File: src/rtl/ipsl_pcie_dma_pkg.sv
// rtl/ipsl_pcie_dma_pkg.sv - shared types and constants for the PCIe DMA read path
package ipsl_pcie_dma_pkg;

  typedef enum logic [1:0] {
    ST_IDLE   = 2'd0,
    ST_FILL   = 2'd1,
    ST_STREAM = 2'd2,
    ST_DONE   = 2'd3
  } rd_state_e;

  localparam int DW_PER_BEAT = 4;
  localparam int MAX_LEN_DW  = 1024;

  // Number of 4-DW units needed to cover n DWs (n <= 1027 gives at most 257)
  function automatic logic [8:0] ceil_div4(input logic [11:0] n);
    return 9'((n + 12'(DW_PER_BEAT - 1)) / 12'(DW_PER_BEAT));
  endfunction

endpackage

File: src/rtl/ipsl_pcie_dma_rd_word_fifo.sv
// rtl/ipsl_pcie_dma_rd_word_fifo.sv - registered prefetch FIFO exposing the two head words
module ipsl_pcie_dma_rd_word_fifo #(
  parameter int DEPTH = 4
) (
  input  logic                   clk,
  input  logic                   rst_n,
  input  logic                   flush_i,
  input  logic                   push_i,
  input  logic [127:0]           push_data_i,
  input  logic [1:0]             pop_cnt_i,
  output logic [127:0]           head_o,
  output logic [127:0]           head1_o,
  output logic [$clog2(DEPTH):0] count_o
);

  localparam int AW = $clog2(DEPTH);

  logic [127:0]  mem_q [DEPTH];
  logic [AW-1:0] wr_ptr_q, wr_ptr_d;
  logic [AW-1:0] rd_ptr_q, rd_ptr_d;
  logic [AW:0]   count_q, count_d;
  logic [AW-1:0] rd_ptr1;

  assign rd_ptr1 = rd_ptr_q + AW'(1);
  assign head_o  = mem_q[rd_ptr_q];
  assign head1_o = mem_q[rd_ptr1];
  assign count_o = count_q;

  // Pointer and occupancy next-state; a flush discards everything including a same-cycle push
  always_comb begin
    wr_ptr_d = wr_ptr_q;
    rd_ptr_d = rd_ptr_q;
    count_d  = count_q;
    if (flush_i) begin
      wr_ptr_d = '0;
      rd_ptr_d = '0;
      count_d  = '0;
    end else begin
      wr_ptr_d = wr_ptr_q + AW'(push_i);
      rd_ptr_d = rd_ptr_q + AW'(pop_cnt_i);
      count_d  = count_q + (AW+1)'(push_i) - (AW+1)'(pop_cnt_i);
    end
  end

  // Pointer and occupancy registers
  always_ff @(posedge clk or negedge rst_n) begin
    if (!rst_n) begin
      wr_ptr_q <= '0;
      rd_ptr_q <= '0;
      count_q  <= '0;
    end else begin
      wr_ptr_q <= wr_ptr_d;
      rd_ptr_q <= rd_ptr_d;
      count_q  <= count_d;
    end
  end

  // Word storage; contents are only meaningful below count, so no reset is needed
  always_ff @(posedge clk) begin
    if (push_i && !flush_i) begin
      mem_q[wr_ptr_q] <= push_data_i;
    end
  end

endmodule

File: src/rtl/ipsl_pcie_dma_cpld_rd_fetch.sv
// rtl/ipsl_pcie_dma_cpld_rd_fetch.sv - BAR RAM read, DW realign and beat streaming for completions
module ipsl_pcie_dma_cpld_rd_fetch
  import ipsl_pcie_dma_pkg::*;
#(
  parameter int RAM_ADDR_W = 10,
  parameter int PF_DEPTH   = 4
) (
  input  logic                  clk,
  input  logic                  rst_n,
  input  logic                  i_rd_en,
  input  logic [9:0]            i_rd_length,
  input  logic [63:0]           i_rd_addr,
  input  logic                  i_cpld_tx_hold,
  input  logic                  i_cpld_tlp_tx,
  output logic                  o_gen_tlp_start,
  output logic [127:0]          o_rd_data,
  output logic                  o_last_data,
  output logic                  o_ram_rd_en,
  output logic [RAM_ADDR_W-1:0] o_ram_rd_addr,
  input  logic [127:0]          i_ram_rd_data
);

  localparam int CW = $clog2(PF_DEPTH) + 1;

  rd_state_e             state_q;
  logic [RAM_ADDR_W-1:0] ptr_q;
  logic [1:0]            shift_q;
  logic [8:0]            beats_q;
  logic [8:0]            words_q;
  logic [8:0]            words_left_q;
  logic [8:0]            beat_idx_q;
  logic                  inflight_q;

  logic [127:0] head0, head1, upper;
  logic [255:0] pair;
  logic [127:0] beat;
  logic [CW-1:0] fifo_count, occ;
  logic          active, fetch, need_two, beat_valid, is_last, consume;
  logic          push, flush;
  logic [1:0]    pop_cnt;
  logic [11:0]   len_full;
  logic          unused_addr;

  assign unused_addr = ^{i_rd_addr[63:RAM_ADDR_W+4], i_rd_addr[1:0]};

  assign active   = (state_q == ST_FILL) || (state_q == ST_STREAM);
  assign occ      = fifo_count + CW'(inflight_q);
  assign fetch    = active && i_rd_en && (words_left_q != 9'd0) && (occ < CW'(PF_DEPTH));

  // A shifted beat needs the following word too, unless this beat sits on the last word
  assign need_two   = (shift_q != 2'd0) && ((beat_idx_q + 9'd1) < words_q);
  assign beat_valid = need_two ? (fifo_count >= CW'(2)) : (fifo_count != '0);
  assign is_last    = (beat_idx_q == beats_q - 9'd1);
  assign consume    = i_cpld_tlp_tx && !i_cpld_tx_hold && o_gen_tlp_start;

  // The final beat drops both words it straddles; otherwise the upper word is kept for the next beat
  assign pop_cnt = !consume ? 2'd0 : ((is_last && need_two) ? 2'd2 : 2'd1);
  assign push    = inflight_q && active;
  assign flush   = active && !i_rd_en;

  ipsl_pcie_dma_rd_word_fifo #(.DEPTH(PF_DEPTH)) u_fifo (
    .clk         (clk),
    .rst_n       (rst_n),
    .flush_i     (flush),
    .push_i      (push),
    .push_data_i (i_ram_rd_data),
    .pop_cnt_i   (pop_cnt),
    .head_o      (head0),
    .head1_o     (head1),
    .count_o     (fifo_count)
  );

  assign upper = need_two ? head1 : 128'd0;
  assign pair  = {upper, head0};

  // Realign so the first requested DW lands in DW0 of the beat
  always_comb begin
    beat = head0;
    case (shift_q)
      2'd1:    beat = pair[159:32];
      2'd2:    beat = pair[191:64];
      2'd3:    beat = pair[223:96];
      default: beat = head0;
    endcase
  end

  assign o_gen_tlp_start = active && beat_valid;
  assign o_rd_data       = o_gen_tlp_start ? beat : 128'd0;
  assign o_last_data     = o_gen_tlp_start && is_last;
  assign o_ram_rd_en     = fetch;
  assign o_ram_rd_addr   = fetch ? ptr_q : '0;

  assign len_full = (i_rd_length == 10'd0) ? 12'(MAX_LEN_DW) : {2'b00, i_rd_length};

  // Request FSM with fetch pointer, word/beat counters and in-flight tracking
  always_ff @(posedge clk or negedge rst_n) begin
    if (!rst_n) begin
      state_q      <= ST_IDLE;
      ptr_q        <= '0;
      shift_q      <= '0;
      beats_q      <= '0;
      words_q      <= '0;
      words_left_q <= '0;
      beat_idx_q   <= '0;
      inflight_q   <= 1'b0;
    end else begin
      inflight_q <= fetch;
      case (state_q)
        ST_IDLE: begin
          if (i_rd_en) begin
            ptr_q        <= i_rd_addr[RAM_ADDR_W+3:4];
            shift_q      <= i_rd_addr[3:2];
            beats_q      <= ceil_div4(len_full);
            words_q      <= ceil_div4(len_full + {10'd0, i_rd_addr[3:2]});
            words_left_q <= ceil_div4(len_full + {10'd0, i_rd_addr[3:2]});
            beat_idx_q   <= '0;
            state_q      <= ST_FILL;
          end
        end
        ST_FILL, ST_STREAM: begin
          if (!i_rd_en) begin
            state_q <= ST_IDLE;
          end else begin
            if (fetch) begin
              ptr_q        <= ptr_q + RAM_ADDR_W'(1);
              words_left_q <= words_left_q - 9'd1;
            end
            if (consume) begin
              beat_idx_q <= beat_idx_q + 9'd1;
            end
            if (consume && is_last) begin
              state_q <= ST_DONE;
            end else if (state_q == ST_FILL && beat_valid) begin
              state_q <= ST_STREAM;
            end
          end
        end
        ST_DONE: begin
          if (!i_rd_en) begin
            state_q <= ST_IDLE;
          end
        end
        default: state_q <= ST_IDLE;
      endcase
    end
  end

endmodule

File: config.mk
export PLATFORM = sky130hd
export DESIGN_NAME = ipsl_pcie_dma_cpld_rd_fetch
export DESIGN_NICKNAME = d
export VERILOG_FILES = /design/src/rtl/ipsl_pcie_dma_pkg.sv /design/src/rtl/ipsl_pcie_dma_rd_word_fifo.sv /design/src/rtl/ipsl_pcie_dma_cpld_rd_fetch.sv
export SDC_FILE = /design/constraint.sdc
export NUM_CORES = 1
export LEC_CHECK = 0
export CAP_MARGIN = 10
export CORE_MARGIN = 10
export CORE_UTILIZATION = 40
export CTS_CLUSTER_SIZE = 24
export DETAILED_ROUTE_END_ITERATION = 7
export SETUP_SLACK_MARGIN = 0.5
export SYNTH_ARGS = -nofsm -noshare
export SYNTH_HDL_FRONTEND = slang
export SYNTH_SLANG_ARGS = --single-unit
File: constraint.sdc
create_clock -name clk -period 14.9 [get_ports clk]
set_input_delay 2.98 -clock clk [delete_from_list [all_inputs] [get_ports clk]]
set_output_delay 2.98 -clock clk [all_outputs]
set_load 0.02 [all_outputs]
# Word level (Yosys, flattened, before mapping)
# Memories as Yosys holds them, arrays and structs flattened.
# Index checks and enable logic that the tools add are counted.
# classes
reduce_logical,29
order_cmp,3
eq_ne,13
n_addsub,13
n_mux,31
# op_table
operator,n
128-bit one-hot mux with 3 select lines,1
128-bit 2-to-1 mux,1
96-bit 2-to-1 mux,1
9-bit 2-to-1 mux,6
10-bit 2-to-1 mux,4
9-bit one-hot mux with 2 select lines,2
"11-bit by 2-bit adder with 11-bit output, second input constant",2
10-bit one-hot mux with 2 select lines,1
2-bit 2-to-1 mux,9
"9-bit by 1-bit subtractor with 9-bit output, second input constant",2
1-bit logical AND,14
11-bit by 2-bit adder with 11-bit output,1
11-bit 2-to-1 mux,1
"10-bit by 1-bit adder with 10-bit output, second input constant",1
10-bit logical NOT,1
"2-bit != test, second input constant",5
"9-bit by 1-bit adder with 9-bit output, second input constant",1
9-bit == test,1
9-bit < comparator,1
9-bit nonzero test,1
"2-bit == test, second input constant",4
4-bit AND reduction,2
3-bit by 1-bit adder with 3-bit output,2
2-bit one-hot mux with 3 select lines,1
18 further kinds,24
# totals
memories,1
out_inout_bits,141
in_bits,207
ramBits,512
register_bits,58
wordCells,101
# mem_list
memory,depth,width,rd,rd_clocked_by_memory_dff,write_ports,line_no,rtl
u_fifo.mem_q,4,128,2,0,1,ipsl_pcie_dma_rd_word_fifo.sv:18,logic [127:0] mem_q [DEPTH];

# Logic depth before layout (Yosys ltp)
# depth
word_depth,10
mapped_depth,20
depth_no_buf,19

# By module
# Synthesis repeated with hierarchy kept, for this count alone.
# hier_totals
cells_unflattened,2026
hier_area_um2,30775.8
# modules_own_cells
mod,area_each_um2,cells_each,seq_area_each_um2,n_inst
ipsl_pcie_dma_rd_word_fifo,22207.5,859,15549.9,1
ipsl_pcie_dma_cpld_rd_fetch,8568.2,1167,1276.2,1

# Least setup slack after synthesis
# No wires, ideal clock.
# synth_path
kind,input port to flip-flop
startpoint,input i_rd_en
endpoint,memory u_fifo.mem_q[0][0] (enable)
path_stages,3
setup_time_ps,772
path_buffers,0
arrival_time_ps,11853
slack_ps,2274
t_required_ps,14128
path_cell_list,and2_1 nand2_1 nor3_1
# synth_via
elab_chain_len,6
# synth_rtl
element,line_no,rtl
"start, declared",ipsl_pcie_dma_cpld_rd_fetch.sv:10,"input logic i_rd_en,"
1-bit logical NOT,n/a,
1-bit logical AND,ipsl_pcie_dma_cpld_rd_fetch.sv:59,assign flush = active && !i_rd_en;
1-bit logical NOT,ipsl_pcie_dma_rd_word_fifo.sv:60,if (push_i && !flush_i) begin
1-bit logical AND,ipsl_pcie_dma_rd_word_fifo.sv:60,
1-bit 2-to-1 mux,ipsl_pcie_dma_rd_word_fifo.sv:60,
1-bit 2-to-1 mux (implied by the code),ipsl_pcie_dma_rd_word_fifo.sv:61,mem_q[wr_ptr_q] <= push_data_i;
"end, declared",ipsl_pcie_dma_rd_word_fifo.sv:18,
# Every way passes these cells.

# Worst setup path after layout
# layout_path
startpoint,register beat_idx_q[0]
endpoint,output o_rd_data[114]
# layout_via
elab_chain_len,6
word_cells_on_any_way,8
cone_classes,add/sub: 1; order compare: 1; mux: 4; reduce/logical: 2
# layout_rtl
element,line_no,rtl
"start, declared",ipsl_pcie_dma_cpld_rd_fetch.sv:31,logic [8:0] beat_idx_q;
"start signal, assigned",ipsl_pcie_dma_cpld_rd_fetch.sv:129,beat_idx_q <= beat_idx_q + 9'd1;
9-bit by 1-bit adder with 9-bit output *,ipsl_pcie_dma_cpld_rd_fetch.sv:51,assign need_two = (shift_q != 2'd0) && ((beat_idx_q + 9'd1) < words_q);
9-bit < comparator *,ipsl_pcie_dma_cpld_rd_fetch.sv:51,
1-bit logical AND *,ipsl_pcie_dma_cpld_rd_fetch.sv:51,
96-bit 2-to-1 mux or 1-bit 2-to-1 mux (tied branches),"ipsl_pcie_dma_cpld_rd_fetch.sv:73, ipsl_pcie_dma_cpld_rd_fetch.sv:52",
128-bit one-hot mux with 3 select lines or 1-bit logical AND (tied branches),"ipsl_pcie_dma_cpld_rd_fetch.sv:79, ipsl_pcie_dma_cpld_rd_fetch.sv:87",
128-bit 2-to-1 mux *,ipsl_pcie_dma_cpld_rd_fetch.sv:88,assign o_rd_data = o_gen_tlp_start ? beat : 128'd0;
"end, declared",ipsl_pcie_dma_cpld_rd_fetch.sv:16,"output logic [127:0] o_rd_data,"
# Every way passes the cells marked *; elsewhere a longest branch is shown, timed or not.

==> flow_metrics.py <==
metrics = {
    "run_status": {
        "status": "completed",
    },
    "detailed_routing": {
        "drt-total-wl_mm": 83.96,
        "first_pass_iters": 6,
        "wl_per_cell_um": 24.38,
        "vias": 19850,
        "routed_via_density": 5.763,
        "route.detailed.drc": 0,
        "ant_nets": 0,
        "drt_iter0_markers": 1661,
    },
    "clocking": {
        "root_buffer": "clkbuf_16",
        "cts_hold_buf": 0,
        "clkSinkCount": 570,
        "cts_tree": "done",
        "clkLatencyLatePin_ns": 0.61,
        "cts_buffers": 67,
        "cts_buffer_depth": 3,
        "cts-resized-gates": 0,
        "clk_pin_slew_ns": 0.05,
        "cts_setup_buffers": 0,
        "htreeDepth": 3,
    },
    "cells_and_area": {
        "syn_to_final_growth_pct": 20.57,
        "finalCoreUtilization_pct": 48.59,
        "stdcell_count": 3444,
        "drive_gt1_share_pct": 13.91,
        "design_area_sq_um": 34670,
        "nNetsFinal": 2666,
        "num-fill-cells": 6249,
    },
    "global_routing": {
        "grt_pass1_vias": 19470,
        "grt_overflow": 0,
        "grt_pass1_wl_mm": 123.5,
        "met3_usage_pct": 4.826,
        "grt_max_degree": 154,
        "use_met1_pct": 25.20,
        "antenna_found_initial": 15,
        "grt_busiest_layer": "met2",
        "grt_util_all_layers_pct": 19.62,
        "gr-usage-met2_pct": 32.33,
    },
    "synthesis": {
        "synth_warnings": 0,
        "yosys.area.top_type_share_pct": 53.46,
        "ys_seq_elements": 570,
        "async_reset_ff_share_pct": 10.18,
        "syn_inst": 2220,
        "synthTopCellsByCount": "edfxtp_1, nand2_1, nor2_1",
        "ys.flop_type": "edfxtp_1",
        "netlist_top_cells_area": "edfxtp_1, mux4_2, dfrtp_1",
        "synth_area_sq_um": 28760,
        "synth_edf_count": 512,
        "ys_seq_area_share_pct": 58.51,
        "yosys.area.top_type": "edfxtp_1",
        "synth_cell_types": 70,
        "avgSynthCellArea_sq_um": 12.95,
        "synth_nets": 2450,
        "synth_most_common_cell": "edfxtp_1",
    },
    "timing": {
        "setup_ws_ns": 5.894,
        "slew_viol_final": 0,
        "timing.final.crit_share_pct": 60.44,
        "holdWs_ns": 0.5010,
        "final.min_clock_period_ns": 9.006,
        "maxSlewHeadroom_pct": 28.20,
        "fmax_mhz": 111.0,
        "fin_setup_tns_ns": 0,
        "hold_viol": 0,
        "fin_worst_skew_ns": 0.01637,
        "tightest_slew_ns": 1.077,
        "rsz0062_at_grt": "no",
        "final-setup-viol-count": 0,
    },
    "pwr": {
        "internal-power_mw": 4.149,
        "sequentialPowerShare_pct": 29.4,
        "power.share.switching_pct": 40.76,
        "switchingPower_mw": 2.855,
        "ir_drop_uv": 170.6,
        "power_density_nw_per_um2": 202.0,
        "p_comb_share_pct": 47.4,
        "total_power_mw": 7.003,
        "power.leakage_nw": 11.41,
        "p_clk_share_pct": 23.2,
    },
    "worst_hold_path": {
        "hold_class": "flop to flop",
    },
    "setup_path": {
        "start_kind": "flop",
        "path_cells": "ha_1 -> nand3_1 -> nor2_1 -> and3_1 -> xnor2_1 -> ha_1 -> nand2_1 -> nor2_1 -> a2111oi_2 -> a21oi_2 -> o21ai_4 -> buf_4 -> buf_4 -> inv_2 -> o211a_1 -> clkdlybuf4s50_1",
        "slowest_stage": "buf_4",
        "cpPeakStageDelay_ns": 0.76,
        "crit_arrival_ns": 6.03,
        "crit_required_ns": 11.92,
        "critPathCaptureType": "output pin",
        "critPathMaxFanout": 74,
        "crit_type": "flop to output pin",
    },
    "floorplanning": {
        "core_area_sq_um": 71360,
        "placementRows": 98,
        "start_util_pct": 40.30,
        "io_pins": 348,
        "dieWidth_um": 288.1,
        "die-area_sq_um": 83020,
        "die_y_um": 288.1,
    },
    "job": {
        "max-cap-violations": 0,
    },
    "placed_design": {
        "port_buffers": 295,
        "pre_cts_slack_ns": 6.489,
        "dp_hpwl_mm": 53.25,
        "dp_cells": 3317,
        "place_congestion": 0.8320,
        "dpl_cell_area_sq_um": 32480,
    },
}
[cell usage in the layout (no fill, tap or decap), drive strengths merged, types with 15 or more instances in the layout]
cell,Yosys,layout
edfxtp,512,512
clkdlybuf4s50,0,294
nand2,271,271
nor2,187,187
mux2i,134,134
mux4,132,132
a21oi,117,117
o21ai,115,115
clkbuf,85,84
a211oi,81,81
dfrtp,58,58
mux2,50,50
inv,35,39
o22ai,34,34
nand3,32,32
and2,30,30
clkinv,2,28
buf,89,27
ha,21,21
xnor2,20,20
nor3,20,20
xor2,18,18
o211ai,17,17
a31oi,15,15
[per-layer routing]
layer  part of all wire [%]  wire, um
met5                  0.094        79
met4                    2.4      2045
met3                    8.0      6754
met1                     41     34480
met2                     48     40600
[sequential cells by signal, indices dropped and copies added (netlist names)]
register / flops
u_fifo.rd_ptr_q: 2
words_q: 9
words_left_q: 9
u_fifo.count_o: 3
u_fifo.mem_q: 512
beat_idx_q: 9
ptr_q: 10
state_q: 2
u_fifo.wr_ptr_q: 2
inflight_q: 1
shift_q: 2
beats_q: 9
[layout make-up]
class                           instances  area (sq um)  area share, %
Inverter                               37         146.4         0.4222
Clock buffer                           84          1844          5.319
Timing Repair Buffer                  321          3206          9.245
Antenna cell                            7         17.52        0.05052
Multi-Input combinational cell       1439         11100          32.00
Sequential cell                       570         16840          48.57
Clock inverter                         36         332.8         0.9599
Tap cell                              950          1189          3.428
[logic make-up after synthesis]
| group | after synthesis | synth area share (%) |
|---|---|---|
| AND/OR/NAND/NOR | 595 | 8.841 |
| adder cells (fa/ha/maj) | 23 | 1.053 |
| multiplexers | 316 | 16.96 |
| flip-flops | 570 | 58.51 |
| buffers and inverters | 211 | 3.041 |
| XOR/XNOR | 38 | 1.157 |
| AO/OA/AOI/OAI | 467 | 10.44 |
[power by group through the flow]
| stage | Combinational (mW) | Clock, mW | Sequential (mW) |
|---|---|---|---|
| 5_1_grt | 3.58 | 1.73 | 2.08 |
| 3_3_place_gp | 3.28 | 0 | 2.08 |
| 4_1_cts | 3.33 | 1.66 | 2.06 |
| 2_1_floorplan | 2.19 | 0 | 2.01 |
| 6_report | 3.32 | 1.62 | 2.06 |
| 3_5_place_dp | 3.31 | 0 | 2.09 |
[path summary, 6_finish.rpt]
kind,start,to,slack (ns),cells after the start
min reg2reg,words_q[1],words_q[1],0.50,2
min,words_q[1],words_q[1],0.50,2
min in group asynchronous,rst_n,words_left_q[3],2.54,2
max reg2reg,beat_idx_q[0],u_fifo.count_o[2],9.04,21
max in group asynchronous,rst_n,u_fifo.rd_ptr_q[1],11.76,2
max,beat_idx_q[0],o_rd_data[114],5.89,16
[critical path, delay by kind of cell, from the launching register on]
family	cells	cell delay, ns
xor gates and xnor gates	1	0.14
adders and majority gates	2	0.55
DFF	1	0.47
buffers and inverters	4	2.24
AOI/OAI and AO/OA	4	1.04
and+or+nand+nor	5	0.86
(Power assumes the default switching activity.)
